`config.mk`:
```
export PLATFORM = sky130hd
export DESIGN_NAME = agc_histogram
export DESIGN_NICKNAME = d
export VERILOG_FILES = /design/src/rtl/agc_histogram.sv
export SDC_FILE = /design/constraint.sdc
export NUM_CORES = 2
export LEC_CHECK = 0
export CORE_AREA = 2 2 341 343
export CTS_BUF_LIST = sky130_fd_sc_hd__clkbuf_16
export DETAILED_ROUTE_END_ITERATION = 10
export DIE_AREA = 0 0 343 345
export PLACE_DENSITY = 0.66
export SYNTH_ARGS = -nofsm -noshare
export SYNTH_HDL_FRONTEND = slang
export SYNTH_SLANG_ARGS = --single-unit
```
`constraint.sdc`:
```
create_clock -name aclk -period 5.6 [get_ports aclk]
set_input_delay 0.56 -clock aclk [delete_from_list [all_inputs] [get_ports aclk]]
set_output_delay 0.56 -clock aclk [all_outputs]
set_load 0.02 [all_outputs]
```
`src/rtl/agc_histogram.sv`:
```
// agc_histogram: per-window 32-bin histogram of the 8-lane 5-bit AGC code stream.
// Optional feature macro AGC_HIST_CLIP_EN adds clip_count_o (samples at +15 or -16).
module agc_histogram #(
    parameter int NCLOCKS    = 131072,
    parameter int COUNT_BITS = 21
) (
    input  logic                  aclk,
    input  logic                  aresetn,
    input  logic [59:0]           dat_i,
    input  logic                  start_i,
    output logic                  busy_o,
    output logic                  done_o,
    input  logic [4:0]            rd_addr_i,
`ifdef AGC_HIST_CLIP_EN
    output logic [COUNT_BITS-1:0] clip_count_o,
`endif
    output logic [COUNT_BITS-1:0] rd_dat_o
);

    // state | meaning
    // IDLE  | bins hold last window, waiting for start_i
    // RUN   | NCLOCKS cycles of dat_i qualified into the pipeline
    // FLUSH | 2 cycles draining stages 2/3 before done_o
    typedef enum logic [1:0] {IDLE, RUN, FLUSH} state_t;

    localparam int WW = $clog2(NCLOCKS);
    localparam logic [WW-1:0] WIN_LAST = WW'(NCLOCKS - 1);

    state_t                  state_q, state_d;
    logic [WW-1:0]           win_cnt_q;
    logic                    flush_cnt_q;
    logic                    clear_bins;
    logic                    done_d;

    logic                    v1_q, v2_q;
    logic [59:0]             dat1_q;
    logic [3:0]              lane_cnt [32];
    logic [3:0]              cnt2_q   [32];
    logic [COUNT_BITS-1:0]   bins_q   [32];

    function automatic logic [COUNT_BITS-1:0] sat_add(input logic [COUNT_BITS-1:0] a,
                                                      input logic [3:0] b);
        logic [COUNT_BITS:0] s;
        s = {1'b0, a} + (COUNT_BITS+1)'(b);
        return s[COUNT_BITS] ? '1 : s[COUNT_BITS-1:0];
    endfunction

    always_comb begin
        state_d    = state_q;
        clear_bins = 1'b0;
        done_d     = 1'b0;
        case (state_q)
            IDLE: begin
                if (start_i) begin
                    state_d    = RUN;
                    clear_bins = 1'b1;
                end
            end
            RUN: begin
                if (win_cnt_q == WIN_LAST)
                    state_d = FLUSH;
            end
            FLUSH: begin
                if (flush_cnt_q) begin
                    state_d = IDLE;
                    done_d  = 1'b1;
                end
            end
            default: state_d = IDLE;
        endcase
    end

    always_ff @(posedge aclk or negedge aresetn) begin
        if (!aresetn) begin
            state_q     <= IDLE;
            win_cnt_q   <= '0;
            flush_cnt_q <= 1'b0;
            busy_o      <= 1'b0;
            done_o      <= 1'b0;
        end else begin
            state_q     <= state_d;
            busy_o      <= (state_d != IDLE);
            done_o      <= done_d;
            flush_cnt_q <= (state_q == FLUSH) ? ~flush_cnt_q : 1'b0;
            if (clear_bins)
                win_cnt_q <= '0;
            else if (state_q == RUN)
                win_cnt_q <= win_cnt_q + 1'b1;
        end
    end

    // Stage 2 combinational: how many of the 8 lanes land in each bin.
    always_comb begin
        for (int b = 0; b < 32; b++) begin
            lane_cnt[b] = '0;
            for (int i = 0; i < 8; i++)
                lane_cnt[b] = lane_cnt[b] + {3'b000, (dat1_q[5*i +: 5] == 5'(b))};
        end
    end

    always_ff @(posedge aclk or negedge aresetn) begin
        if (!aresetn) begin
            v1_q   <= 1'b0;
            v2_q   <= 1'b0;
            dat1_q <= '0;
            for (int b = 0; b < 32; b++)
                cnt2_q[b] <= '0;
        end else begin
            v1_q   <= (state_q == RUN);
            dat1_q <= dat_i;
            v2_q   <= v1_q;
            for (int b = 0; b < 32; b++)
                cnt2_q[b] <= lane_cnt[b];
        end
    end

    always_ff @(posedge aclk or negedge aresetn) begin
        if (!aresetn) begin
            for (int b = 0; b < 32; b++)
                bins_q[b] <= '0;
        end else if (clear_bins) begin
            for (int b = 0; b < 32; b++)
                bins_q[b] <= '0;
        end else if (v2_q) begin
            for (int b = 0; b < 32; b++)
                bins_q[b] <= sat_add(bins_q[b], cnt2_q[b]);
        end
    end

`ifdef AGC_HIST_CLIP_EN
    // Bins 15 (+15) and 16 (-16) together never exceed 8 lanes, so 4 bits suffice.
    always_ff @(posedge aclk or negedge aresetn) begin
        if (!aresetn)
            clip_count_o <= '0;
        else if (clear_bins)
            clip_count_o <= '0;
        else if (v2_q)
            clip_count_o <= sat_add(clip_count_o, 4'(cnt2_q[15] + cnt2_q[16]));
    end
`endif

    always_ff @(posedge aclk or negedge aresetn) begin
        if (!aresetn)
            rd_dat_o <= '0;
        else
            rd_dat_o <= bins_q[rd_addr_i];
    end

endmodule

```
==> summary.txt <==
Vert. Die Dim: 345 um
Fin cells: 7,340
RSZ-0062 raised after global routing: no
Final setup margin: 1.67 ns
P_sw: 6.38 mW
Syn Inst Count: 5,805
Sw Share: 32.7%
Mapped Area: 57,100 um2
GRT Total Usage: 30.0%
Post-layout util: 54.2%
Initial antenna violation count: 3
CTS H-Tree Depth: 3
Status: complete, no violations
Detailed-route DRC error count: 0
Syn Nets: 6,259
TNS Setup: 0 ns
Post-CTS sizing: 0
Share of layout cells above drive strength 1: 8.19%
Final ANT Viol Nets: 0
Post-synth cell types: 96
Synth Register Bits: 885
Startpoint type of the worst setup path: flop
Max-slew headroom: 6.55%
Core area: 115,000 um2
Final HPWL DP: 128,000 um
Row cnt: 125
Clock sink count: 885
Setup violations, final: 0
Remaining Overflow, GRT: 0
Number of global-route vias before repair: 45,491
Max Buffers Root-to-Sink: 3
TritonRoute pass-1 iters: 6
Max Fclk: 254 MHz
Leak Pwr: 26.7 nW
Tmin final: 3.93 ns
Worst reg2reg path startpoint: dat1_q[3]$_DFF_PN0_
Final nets: 6,180
CTS Buf Count: 104
Vias: 48,251
Most frequent cells in the layout: dfrtp_1 (884), inv_1 (419), nor2_1 (387)
WHS Path Cells: 1
Full die area: 118,000 um2
Reg power frac: 44.4%
Final Slew Violations: 0
Worst-path maximum fanout: 11
R2R setup slack: 1.67 ns
Final Hold Viols: 0
Async set-reset flop share out of synthesis: 100%
Area Overhead vs Synth: 9.15%
Vias per cell: 6.57
Setup crit end kind: flop
Clock root buffer: clkbuf_16
Fraction of the cycle the final worst path needs: 70.2%
Clock transition at path regs: 0.06 ns
Pwr Density: 313 nW/um2
Worst Setup Path Type: flop to flop
I/O Buffers: 70
Comb pwr share: 21.3%
Post-synth EDFFs: 0
Routed len/inst: 24.3 um
Commonest non-fill, non-tap cell in the layout: dfrtp_1
Req. time, crit path: 6.18 ns
Hold Path Class: primary input to flop
Worst endpoint data arrival time: 4.52 ns
Post-synthesis sequential area ratio: 38.8%
Internal power: 13.2 mW
Dpl cells: 7,143
Die Width: 343 um
DP Worst Slack: 1.72 ns
Hold wc startpoint: dat_i[14]
Main synth FF type: dfrtp_1
IO Pins: 91
Tot Pwr: 19.5 mW
R2r endpoint: cnt2_q[118]$_DFF_PN0_
Hold Path Sink: dat1_q[14]$_DFF_PN0_
Initial Utilization: 49.6%
R2r worst-path depth: 10
Synthesized area per cell: 9.84 um2
DRT iter0 DRCs: 5,481
CTS tree: built
Worst-Margin Slew: 1.40 ns
Synthesis Warnings: 0
Max Cap Viol: 0
VDD IR max: 0.000288 V
Clock Skew: 0.0233 ns
Worst skew pair latency: 0.70 ns
Largest net degree at the start of global routing: 151
Clock power share: 34.3%
GPL Wtd Cong: 0.966
Global-route wire length before repair: 276,000 um
Post-Route WL: 179,000 um
[registers in the layout, summed over array words and instances (netlist names), 2 cells and up]
register / cells
win_cnt_q: 17
state_q: 2
dat1_q: 40
rd_dat_o: 21
bins_q: 672
cnt2_q: 128
[power groups by stage]
stage | clock, mW | sequential [mW] | combinational [mW]
after floorplan | 0 | 8.25 | 2.98
after global placement | 0 | 8.69 | 3.95
after detailed placement | 0 | 8.74 | 4.09
after CTS | 6.79 | 8.63 | 4.13
after global routing | 7.06 | 8.81 | 4.61
final | 6.70 | 8.67 | 4.16
[cells in the mapped netlist (all sizes together) (168+ instances only)]
| library cell | instances | area (um2) |
|---|---|---|
| dfrtp | 885 | 22100 |
| inv | 407 | 1530 |
| nor2 | 387 | 1450 |
| o21ai | 372 | 1860 |
| a31oi | 341 | 2130 |
| a21oi | 314 | 1570 |
| nor3 | 277 | 1410 |
| nand2 | 257 | 965 |
| clkbuf | 233 | 876 |
| ha | 226 | 2830 |
| mux4 | 189 | 4270 |
| and3 | 174 | 1090 |
| nand3 | 168 | 841 |
[how the worst max path moves through the flow]
| stage | start | to | slack [ns] | cells after the start |
|---|---|---|---|---|
| finish | dat1_q[3]$_DFF_PN0_ | cnt2_q[118]$_DFF_PN0_ | 1.67 | 10 |
| global route | dat1_q[1]$_DFF_PN0_ | cnt2_q[50]$_DFF_PN0_ | 1.56 | 10 |
| CTS | dat1_q[2]$_DFF_PN0_ | cnt2_q[41]$_DFF_PN0_ | 1.72 | 10 |
| detailed placement | dat1_q[2]$_DFF_PN0_ | cnt2_q[41]$_DFF_PN0_ | 1.72 | 10 |
| global placement | dat1_q[2]$_DFF_PN0_ | cnt2_q[41]$_DFF_PN0_ | 1.72 | 10 |
| floorplan | dat1_q[2]$_DFF_PN0_ | cnt2_q[42]$_DFF_PN0_ | 1.83 | 11 |
[area by class of cell]
class	count	area (um2)
sequential	885	22200
multi-input combinational	4207	32200
fill	10199	52800
antenna	3	7.51
clock buffer	107	2680
timing repair buffer	121	1260
tap	1524	1910
clock inverter	86	613
inverter	407	1530
[metal layers]
| metal | track usage (%) | routed length (um) | up-vias |
|---|---|---|---|
| li1 | - | - | 21676 |
| met1 | 44.0 | 77000 | 24047 |
| met2 | 43.8 | 78400 | 2196 |
| met3 | 6.56 | 16900 | 328 |
| met4 | 10.2 | 6300 | 4 |
| met5 | 0 | 101 | - |
[kinds of logic after synthesis]
kind of cell | synth area share, %
and+or+nand+nor | 18.5
AOI/OAI and AO/OA | 17.3
DFF | 38.8
buffers and inverters | 4.87
adders and majority gates | 10.6
muxes | 8.48
xor gates and xnor gates | 1.53
[worst max-delay path: stages, from the launching register on]
cell and delay [ns]:
dfrtp_1 0.52, nor3b_1 0.61, nand2_1 0.20, fa_1 0.58, fa_1 0.56, inv_1 0.06, fa_1 0.54, ha_1 0.17
inv_1 0.05, fa_1 0.38, xnor2_1 0.13
[through the flow]
step / hold WS (ns) / instance area, um2
CTS: 0.254 / 62300
global route: 0.287 / 62300
detailed placement: 0.344 / 59000
finish: 0.296 / 62300
global placement: 0.342 / 59000
floorplan: 0.264 / 57100
[repair_timing]
item	CTS	global route
buffers inserted	0	0
hold endpoints to repair	47	0
hold buffers	1	0
Power figures use the tool's default switching activity.
